**config.mk**
```make
export PLATFORM = sky130hd
export DESIGN_NAME = dram_port_arbiter
export DESIGN_NICKNAME = d
export VERILOG_FILES = /design/src/rtl/dram_arb_pkg.sv /design/src/rtl/dram_tag_fifo.sv /design/src/rtl/dram_port_arbiter.sv
export SDC_FILE = /design/constraint.sdc
export NUM_CORES = 1
export LEC_CHECK = 0
export CORE_AREA = 2 2 308 310
export DETAILED_ROUTE_END_ITERATION = 8
export DIE_AREA = 0 0 310 312
export GPL_TIMING_DRIVEN = 0
export HOLD_SLACK_MARGIN = 0.12
export PLACE_DENSITY = 0.35
export RECOVER_POWER = 25
export SETUP_SLACK_MARGIN = 0.3
export SKIP_LAST_GASP = 1
export SLEW_MARGIN = 20
export SYNTH_ARGS = -nofsm -noshare
export SYNTH_HDL_FRONTEND = slang
export SYNTH_SLANG_ARGS = --single-unit
```
**constraint.sdc**
```tcl
create_clock -name clock -period 2.8 [get_ports clock]
set_input_delay 0.56 -clock clock [delete_from_list [all_inputs] [get_ports clock]]
set_output_delay 0.56 -clock clock [all_outputs]
set_load 0.05 [all_outputs]
```
**src/rtl/dram_arb_pkg.sv**
```systemverilog
// Shared types and sizing helpers for the multi-port DRAM front-end arbiter.
package dram_arb_pkg;

    typedef enum logic [0:0] {
        IDLE  = 1'b0,
        ISSUE = 1'b1
    } arb_state_t;

    // A single-port build still needs a one-bit tag to keep vector widths legal.
    function automatic int tag_width(input int num_ports);
        return (num_ports > 1) ? $clog2(num_ports) : 1;
    endfunction

    localparam int DEFAULT_NUM_PORTS = 2;
    localparam int DEFAULT_TAG_WIDTH = tag_width(DEFAULT_NUM_PORTS);

endpackage

```
**src/rtl/dram_tag_fifo.sv**
```systemverilog
// In-order FIFO of requester tags for reads that the DRAM has accepted but not yet returned.
module dram_tag_fifo #(
    parameter int DEPTH = 4,
    parameter int WIDTH = 1,
    localparam int PTR_W = $clog2(DEPTH),
    localparam int CNT_W = PTR_W + 1
) (
    input  logic             clock,
    input  logic             resetn,
    input  logic             push,
    input  logic [WIDTH-1:0] push_tag,
    input  logic             pop,
    output logic [WIDTH-1:0] head_tag,
    output logic [CNT_W-1:0] count,
    output logic             empty
);

    logic [WIDTH-1:0] mem [DEPTH];
    logic [PTR_W-1:0] wr_ptr;
    logic [PTR_W-1:0] rd_ptr;
    logic             full;
    logic             do_push;
    logic             do_pop;

    assign empty    = (count == '0);
    assign full     = (count == CNT_W'(DEPTH));
    assign do_pop   = pop && !empty;
    assign do_push  = push && (!full || do_pop);
    assign head_tag = mem[rd_ptr];

    // Depth is a power of two, so pointers wrap by natural overflow.
    always_ff @(posedge clock or negedge resetn) begin
        if (!resetn) begin
            wr_ptr <= '0;
            rd_ptr <= '0;
            count  <= '0;
        end else begin
            if (do_push) wr_ptr <= wr_ptr + 1'b1;
            if (do_pop)  rd_ptr <= rd_ptr + 1'b1;
            case ({do_push, do_pop})
                2'b10:   count <= count + 1'b1;
                2'b01:   count <= count - 1'b1;
                default: count <= count;
            endcase
        end
    end

    always_ff @(posedge clock) begin
        if (do_push) mem[wr_ptr] <= push_tag;
    end

endmodule

```
**src/rtl/dram_port_arbiter.sv**
```systemverilog
// Round-robin front-end that funnels N requester channels into one DRAM command port
// and steers in-order read beats back to the issuing channel.
module dram_port_arbiter
    import dram_arb_pkg::*;
#(
    parameter int NUM_PORTS          = 2,
    parameter int ADDR_WIDTH         = 27,
    parameter int DATA_WIDTH         = 128,
    parameter int MASK_WIDTH         = 16,
    parameter int MAX_RD_OUTSTANDING = 4
) (
    input  logic                             clock,
    input  logic                             resetn,
    input  logic [NUM_PORTS-1:0]             port_ren,
    input  logic [NUM_PORTS-1:0]             port_wen,
    input  logic [NUM_PORTS*ADDR_WIDTH-1:0]  port_addr,
    input  logic [NUM_PORTS*DATA_WIDTH-1:0]  port_wdata,
    input  logic [NUM_PORTS*MASK_WIDTH-1:0]  port_wmask,
    output logic [NUM_PORTS-1:0]             port_ready,
    output logic [DATA_WIDTH-1:0]            port_rdata,
    output logic [NUM_PORTS-1:0]             port_rvalid,
    input  logic                             dram_init_calib_complete,
    input  logic                             dram_busy,
    output logic                             dram_ren,
    output logic                             dram_wen,
    output logic [ADDR_WIDTH-1:0]            dram_addr,
    output logic [DATA_WIDTH-1:0]            dram_wdata,
    output logic [MASK_WIDTH-1:0]            dram_wmask,
    input  logic [DATA_WIDTH-1:0]            dram_rdata,
    input  logic                             dram_rdata_valid,
    output logic                             rd_err
);

    localparam int TAG_W = tag_width(NUM_PORTS);
    localparam int CNT_W = $clog2(MAX_RD_OUTSTANDING) + 1;

    arb_state_t           state;
    arb_state_t           state_next;
    logic [TAG_W-1:0]     last_grant;
    logic [TAG_W-1:0]     cmd_port;
    logic [TAG_W-1:0]     winner;
    logic [TAG_W-1:0]     head_tag;
    logic [CNT_W-1:0]     tag_count;
    logic [CNT_W:0]       reads_in_flight;
    logic                 tag_empty;
    logic                 read_ok;
    logic                 accept;
    logic                 any_eligible;
    logic                 grant;
    logic [NUM_PORTS-1:0] eligible;

    function automatic logic [TAG_W-1:0] rr_pick(input logic [NUM_PORTS-1:0] req,
                                                 input logic [TAG_W-1:0]     last);
        logic [TAG_W-1:0] pick;
        logic             found;
        int               idx;
        pick  = '0;
        found = 1'b0;
        for (int off = 1; off <= NUM_PORTS; off++) begin
            idx = (int'(last) + off) % NUM_PORTS;
            if (!found && req[idx]) begin
                pick  = TAG_W'(idx);
                found = 1'b1;
            end
        end
        return pick;
    endfunction

    // A read sitting in the command register counts against the tag budget.
    assign reads_in_flight = {1'b0, tag_count} + (CNT_W + 1)'(dram_ren);
    assign read_ok         = reads_in_flight < (CNT_W + 1)'(MAX_RD_OUTSTANDING);
    assign eligible        = port_wen | (port_ren & {NUM_PORTS{read_ok}});
    assign any_eligible    = |eligible;
    assign winner          = rr_pick(eligible, last_grant);
    assign accept          = (state == ISSUE) && !dram_busy;

    // Gating on resetn keeps port_ready quiet while the block is held in reset.
    assign grant = resetn && dram_init_calib_complete && any_eligible &&
                   ((state == IDLE) || accept);

    always_comb begin
        state_next = state;
        if (grant) begin
            state_next = ISSUE;
        end else if (accept) begin
            state_next = IDLE;
        end
    end

    always_comb begin
        port_ready = '0;
        if (grant) port_ready[winner] = 1'b1;
    end

    always_comb begin
        port_rvalid = '0;
        if (dram_rdata_valid && !tag_empty) port_rvalid[head_tag] = 1'b1;
    end

    assign port_rdata = dram_rdata;

    // Command register: reloads on every grant, including back-to-back in ISSUE.
    always_ff @(posedge clock or negedge resetn) begin
        if (!resetn) begin
            state      <= IDLE;
            last_grant <= TAG_W'(NUM_PORTS - 1);
            cmd_port   <= '0;
            dram_ren   <= 1'b0;
            dram_wen   <= 1'b0;
            dram_addr  <= '0;
            dram_wdata <= '0;
            dram_wmask <= '0;
            rd_err     <= 1'b0;
        end else begin
            state <= state_next;
            if (grant) begin
                dram_wen   <= port_wen[winner];
                dram_ren   <= ~port_wen[winner];
                dram_addr  <= port_addr[winner*ADDR_WIDTH +: ADDR_WIDTH];
                dram_wdata <= port_wdata[winner*DATA_WIDTH +: DATA_WIDTH];
                dram_wmask <= port_wmask[winner*MASK_WIDTH +: MASK_WIDTH];
                cmd_port   <= winner;
                last_grant <= winner;
            end else if (accept) begin
                dram_ren <= 1'b0;
                dram_wen <= 1'b0;
            end
            if (dram_rdata_valid && tag_empty) rd_err <= 1'b1;
        end
    end

    dram_tag_fifo #(
        .DEPTH (MAX_RD_OUTSTANDING),
        .WIDTH (TAG_W)
    ) u_tag_fifo (
        .clock    (clock),
        .resetn   (resetn),
        .push     (accept && dram_ren),
        .push_tag (cmd_port),
        .pop      (dram_rdata_valid),
        .head_tag (head_tag),
        .count    (tag_count),
        .empty    (tag_empty)
    );

endmodule

```
==> impl_results.md, run 1 <==
* Core box area at 0.09305 mm²
* Clock Path Buffers at 2
* CTS buffer count at 17
* CP delay by family, top: buffers and inverters
* Critical path required time at between 2 and 2.5 ns
* DR DRC count at 0
* Global placement routability congestion at between 0.7 and 0.8
* Placed cell area at 0.01848 mm²
* I/O Buffers at approximately 660
* Slew @ Worst Pin at between 1 and 1.5 ns
* Fin. max-slew vios at 0
* CP Cell Sequence: clkdlybuf4s50_1, a21o_4, a2111oi_4, clkbuf_8, buf_12
* Arr. time, crit path at approximately 2.0 ns
* Yosys warnings at 0
* Total track usage at 12.53%
* Comb power frac at a little under three fifths
* Row Count at 112
* Syn Area/Cell at between 10 and 15 µm²
* Reg2Reg Depth at 7
* Initial antenna violation count at 15
* Leakage power at 7.923 nW
* Slew HR at between 6 and 7%
* Worst Path Buf+Inv at 3
* Hold WC Path Type: flip-flop to flip-flop
* First-pass GRT wire length at around 87000 µm
* Clk network pwr share at ~16%
* Die extent in x at around 310 µm
* Total gr overflow at 0
* Area share of the largest cell type after synthesis at between 40% and 50%
* Final Cell Area at between 0.015 and 0.02 mm²
* Slowest cell on the critical path: clkdlybuf4s50_1
* Starting density of the core at 11.01%
* CTS tree: yes
* WL final at 62980 µm
* Unrepaired setup endpoints after global routing: true
* CP Capture Type: primary output
* Count of final setup violators at 0
* Hold Fails Final Rpt at 0
* Clk slew on worst S/H paths at roughly 0.070 ns
* Dpl hpwl at roughly 48000 µm
* Critical path class: input pin to primary output
* Cells after synthesis at 833
* Pwr dens at 858.2 mW/mm²
* Vias at approximately 11000
* Crit path time final at about 2.6 ns
* DRT iter0 DRCs at 576
* Drt first pass iters at 4
* Critical path fanouts, max at 3
* Layout net count at between 2000 and 2500
* CP peak stage delay at around 0.52 ns
* CTS Root Cell: clkbuf_16
* Status: finished, final reports clean
* Largest net degree at the start of global routing at between 70 and 80
* Die height at between 300 and 400 µm
* Die ar. at a little under 0.1 mm²
* DP Cell Count at between 2000 and 3000
* H-tree depth at 4
* Syn nets at between 1000 and 1500
* Average wire per standard cell at ~22 µm
* Worst hold slack at approximately 0.46 ns
* Area leader, netlist: dfrtp_1
* CP Depth at 5
* Cell Count, Final, Fillers Out at 2813
* Insertion delay to the later sink of the worst-skew pair at 0.53 ns
* Synth Register Bits at 188
* Skew final at 0.02233 ns
* Worst Hold Path Cells at 1
* CTS Sinks at roughly 190
* Share of cells above drive strength 1 at between 10% and 20%
* Final Cycle Share at between 90% and 100%
* Sequential fraction of the synthesis area at approximately 46%
* Remaining antenna violation count at 0
* Sw Share at 48.55%
* Worst IR Drop VDD at 0.4831 mV
* DR vias/cell at ~3.8
* Post-synthesis cell area at between 0.01 and 0.015 mm²
* Max cap viols at 0
* Sequential Power Share at 26.2%
* I/O Pins at around 800
* Internal at between 0.008 and 0.009 W
* Syn-to-layout area delta at 90.26%
* Critical Path Start Type: input pin
* P_sw at just over 0.008 W
* Top cells by area, synth: dfrtp_1, o2111a_1, a221o_1
* Synth cell types at 38
* Max Freq at between 0.3 and 0.4 GHz
* Vias in the first global route at around 12000
[layer usage]
metal | GRT usage, % | part of all wire (%) | vias to the layer above | wire length, µm
li1 | - | - | 4803 | -
met1 | 14.72 | 41 | 5475 | 25690
met2 | 22.02 | 51 | 419 | 32260
met3 | 3.343 | 6.2 | 49 | 3924
met4 | 3.931 | 1.7 | 8 | 1047
met5 | 0 | 0.10 | - | 65
[cell usage in the layout, fill, tap and decap left out, types with 7 or more instances in the layout]
cell type	netlist	final
clkdlybuf4s50_1	0	648
dfrtp_1	183	180
a221o_1	171	171
o2111a_1	171	170
buf_4	128	148
clkbuf_1	83	67
buf_2	25	22
clkbuf_2	0	21
clkbuf_16	0	19
inv_1	7	7
[power by group through the flow]
stage	Combinational (W)	Sequential [W]	Clock [W]
final	0.00959	0.00438	0.00275
after detailed placement	0.00951	0.00440	0
after global routing	0.0100	0.00451	0.00296
after floorplan	0.00236	0.00761	0
after global placement	0.00949	0.00442	0
after CTS	0.00970	0.00438	0.00290
[final cells by class]
class	instances	area, µm²
clock inverters	9	108.9
well taps	1254	1569
plain buffers	241	1533
repair buffers	688	6890
flip-flops and latches	188	4730
fillers	10220	73560
diodes	6	15.01
clock buffers	23	499.2
multi-input cells	397	4114
inverters	7	26.28
[cells in the mapped netlist]
library cell,instances
a221o_1,171
buf_1,5
nor2_1,4
nand3b_1,1
nor3_1,1
nor4_1,1
a2111oi_4,1
xor2_1,1
edfxtp_1,4
xnor2_1,4
a21boi_0,1
clkbuf_1,83
o2111a_1,171
mux4_2,1
a21oi_2,1
o21bai_1,1
a21oi_1,3
o21a_1,1
o21ai_0,1
dfrtp_1,183
ha_1,4
o21ai_1,1
inv_1,7
nor4b_1,1
a21o_1,3
nand4_1,1
nand2_1,6
nand2b_1,2
a31oi_1,2
dfstp_2,1
and2_1,7
buf_2,25
o31a_1,1
a31oi_2,1
buf_4,128
mux2_2,1
fa_1,1
mux2i_1,2
[registers in the layout, summed over array words and instances (netlist names)]
| signal | flops |
|---|---|
| dram_wdata | 128 |
| dram_wen | 1 |
| u_tag_fifo.rd_ptr | 2 |
| u_tag_fifo.wr_ptr | 2 |
| state | 1 |
| u_tag_fifo.mem | 4 |
| dram_wmask | 16 |
| cmd_port | 1 |
| dram_ren | 1 |
| dram_addr | 27 |
| u_tag_fifo.count | 3 |
| rd_err | 1 |
| last_grant | 1 |
[worst paths after layout]
kind                                   from        endpoint  slack [ns]
min in group asynchronous            resetn    dram_addr[2]        0.71
max in group asynchronous            resetn        dram_ren        0.50
worst min register to register       rd_err          rd_err        0.46
worst max register to register     dram_ren  dram_wdata[80]        0.42
worst max-delay path            port_wen[1]   port_ready[0]        0.22
worst min-delay path                 rd_err          rd_err        0.46
[cells by family after synthesis]
| logic type | synth area share (%) |
|---|---|
| compound gates | 36.88 |
| xor+xnor | 0.4276 |
| fa+ha+maj | 0.6842 |
| buf+inv | 14.09 |
| flops | 46.15 |
| mux | 0.5253 |
| simple gates | 1.246 |
[per-stage QoR]
| stage | util [%] | TNS (ns) | total power (W) | worst slack, ns |
|---|---|---|---|---|
| global placement | 19.75 | -3271.05 | 0.01391 | -11.43 |
| finish | 20.94 | 0 | 0.01672 | 0.2222 |
| global route | 20.94 | 0 | 0.01747 | 0.1455 |
| detailed placement | 19.86 | -151.81 | 0.01390 | -2.466 |
| CTS | 20.97 | 0 | 0.01698 | 0.1338 |
| floorplan | - | 0 | 0.009973 | 0.09878 |
[timing repair]
item                                    in CTS  in global routing
hold buffers                                 6                  0
pin swaps                                    4                  4
endpoints found under the setup margin     175                 95
resized for setup                           71                 31
hold endpoints to repair                    42                  0
setup buffers                               13                  6
cloned                                       4                  0
(Power assumes the default switching activity.)
==> inputs of run 2 (changes only) <==
--- a/config.mk
+++ b/config.mk
@@ -9,7 +9,6 @@
 export DETAILED_ROUTE_END_ITERATION = 8
 export DIE_AREA = 0 0 310 312
 export GPL_TIMING_DRIVEN = 0
-export HOLD_SLACK_MARGIN = 0.12
 export PLACE_DENSITY = 0.35
 export RECOVER_POWER = 25
 export SETUP_SLACK_MARGIN = 0.3
==> run 2 against run 1 <==
The flow now finishes with violations (max-capacitance violations, max-slew violations). Register-to-register slack got worse by 0.02 ns. Sequential share of layout area is essentially flat. Global-route usage barely moved. Critical path type unchanged. Combinational power is essentially flat.
==> impl_results.md, run 2 (synthesis results as in run 1) <==
* Max reg flops at 128
* Critical path fanouts, max at 3
* Dpl hpwl at roughly 48000 µm
* CTS buffer count at 17
* Hold Fails Final Rpt at 0
* Register name with the most flops: dram_wdata
* Total gr overflow at 0
* I/O Pins at between 700 and 800
* DR vias/cell at approximately 3.8
* Slew HR at -50.08%
* Global Route met2 Usage at ~22%
* DRT iter0 DRCs at between 500 and 600
* R2R Path End: dram_wdata[55]
* Die extent in x at 310 µm
* Worst r2r src: last_grant
* I/O Buffers at between 600 and 700
* Worst IR Drop VDD at approximately 0.48 mV
* First-pass GRT wire length at just under 90000 µm
* Layout net count at slightly above 2000
* CP Capture Type: primary output
* Count of final setup violators at 0
* R2R Setup Slk at 0.40 ns
* Drt first pass iters at 5
* Total track usage at between 10% and 20%
* Fin. max-slew vios at roughly 120
* Hold WC Path Type: input pin to asynchronous set/reset pin
* H-tree depth at 4
* M3 GR Usage at 3.343%
* Row Count at ~110
* Insertion delay to the later sink of the worst-skew pair at 0.53 ns
* Cell Count, Final, Fillers Out at between 2000 and 3000
* Vias at 10780
* CTS tree: yes
* Die ar. at approximately 0.097 mm²
* Average wire per standard cell at about 22 µm
* Critical Path Start Type: input pin
* Critical path class: input pin to primary output
* Global placement routability congestion at between 0.7 and 0.8
* Critical path required time at about 2.2 ns
* Slew @ Worst Pin at between 2 and 2.5 ns
* Final Cell Area at roughly 0.019 mm²
* DR DRC count at 0
* WL final at about 63000 µm
* Final Cycle Share at just over 90%
* Commonest cells after routing, fill and taps aside: clkdlybuf4s50_1, dfrtp_1, a221o_1, o2111a_1, buf_4
* Largest registers: dram_wdata: 128 flops, dram_addr: 27 flops, dram_wmask: 16 flops
* Share of cells above drive strength 1 at about 16%
* Starting density of the core at between 10% and 20%
* CTS Root Cell: clkbuf_16
* Reg2Reg Depth at 5
* Die height at 312 µm
* Vias in the first global route at 11640
* Violated checks: max-capacitance violations, max-slew violations
* DP Cell Count at between 2000 and 3000
* Clk slew on worst S/H paths at 0.08 ns
* Clock Path Buffers at 2
* Arr. time, crit path at 2.01 ns
* Core box area at 0.09305 mm²
* Crit path time final at 2.566 ns
* Max cap viols at 2
* Largest net degree at the start of global routing at 76
* Syn-to-layout area delta at 90.12%
* GR peak layer: met2
* Commonest non-fill, non-tap cell in the layout: clkdlybuf4s50_1
* Leakage power at around 8 nW
* Met1 Usage GRT at 14.70%
* Max Freq at around 0.39 GHz
* Unrepaired setup endpoints after global routing: true
* Skew final at about 0.022 ns
* Remaining antenna violation count at 0
* Placed cell area at ~0.018 mm²
* Initial antenna violation count at 15
* CTS Sinks at 188
* Status: finished with violations
* Pwr dens at around 860 mW/mm²
## run 2: cell count changes in the layout (fill, tap and decap cells not counted)
cell            delta
dlymetal6s4s_1     +1
clkbuf_4           -1
dlygate4sd3_1      -2
## run 2: report_power, final
group	switching, W	internal, W	leakage [nW]
Combinational	0.00616	0.00344	5.33
Sequential	0.000653	0.00373	2.31
Clock	0.00131	0.00144	0.287
## run 2: repair_timing
action | in CTS | in global routing
setup endpoints to repair | 175 | 95
pin swaps | 4 | 4
gates cloned | 4 | 0
hold endpoints to repair | 33 | 0
hold buffers | 4 | 0
gates resized for setup | 71 | 31
buffers inserted | 13 | 6
## run 2: worst max path at each step
stage	end	slack (ns)	from	cells past startpoint
floorplan	port_ready[1]	0.1	dram_busy	7
global placement	port_ready[1]	-11.43	resetn	9
detailed placement	port_ready[1]	-2.47	resetn	10
CTS	port_ready[1]	0.13	state	8
global route	port_ready[0]	0.15	dram_ren	5
finish	port_ready[0]	0.23	port_wen[1]	5
## run 2: metrics by stage
step                      total power, W  TNS (ns)  setup slack (ns)  utilization (%)  hold slack, ns
after floorplan                 0.009973         0           0.09878                -          0.2644
after global placement           0.01391  -3271.05            -11.43            19.75          0.4566
after detailed placement         0.01390   -151.81            -2.466            19.86          0.4504
after CTS                        0.01698         0            0.1338            20.95         0.08683
after global routing             0.01747         0            0.1455            20.92          0.2861
final                            0.01673         0            0.2345            20.92          0.2709
## run 2: critical path, cell delays in order
cell,delay (ns)
clkdlybuf4s50_1,0.51
a21o_4,0.26
a2111oi_4,0.32
clkbuf_8,0.22
buf_12,0.13
## run 2: cell type report
| cell class | instances | area (µm²) |
|---|---|---|
| fillers | 10210 | 73580 |
| repair buffers | 686 | 6875 |
| flip-flops and latches | 188 | 4730 |
| multi-input cells | 397 | 4114 |
| well taps | 1254 | 1569 |
| plain buffers | 241 | 1533 |
| clock buffers | 23 | 499.2 |
| clock inverters | 9 | 108.9 |
| inverters | 7 | 26.28 |
| diodes | 6 | 15.01 |
## run 2: routing by layer
metal | part of all wire, % | wire (µm)
met5 | 0.10 | 66
met1 | 41 | 25580
met2 | 51 | 32420
met4 | 1.5 | 939
met3 | 6.4 | 4032
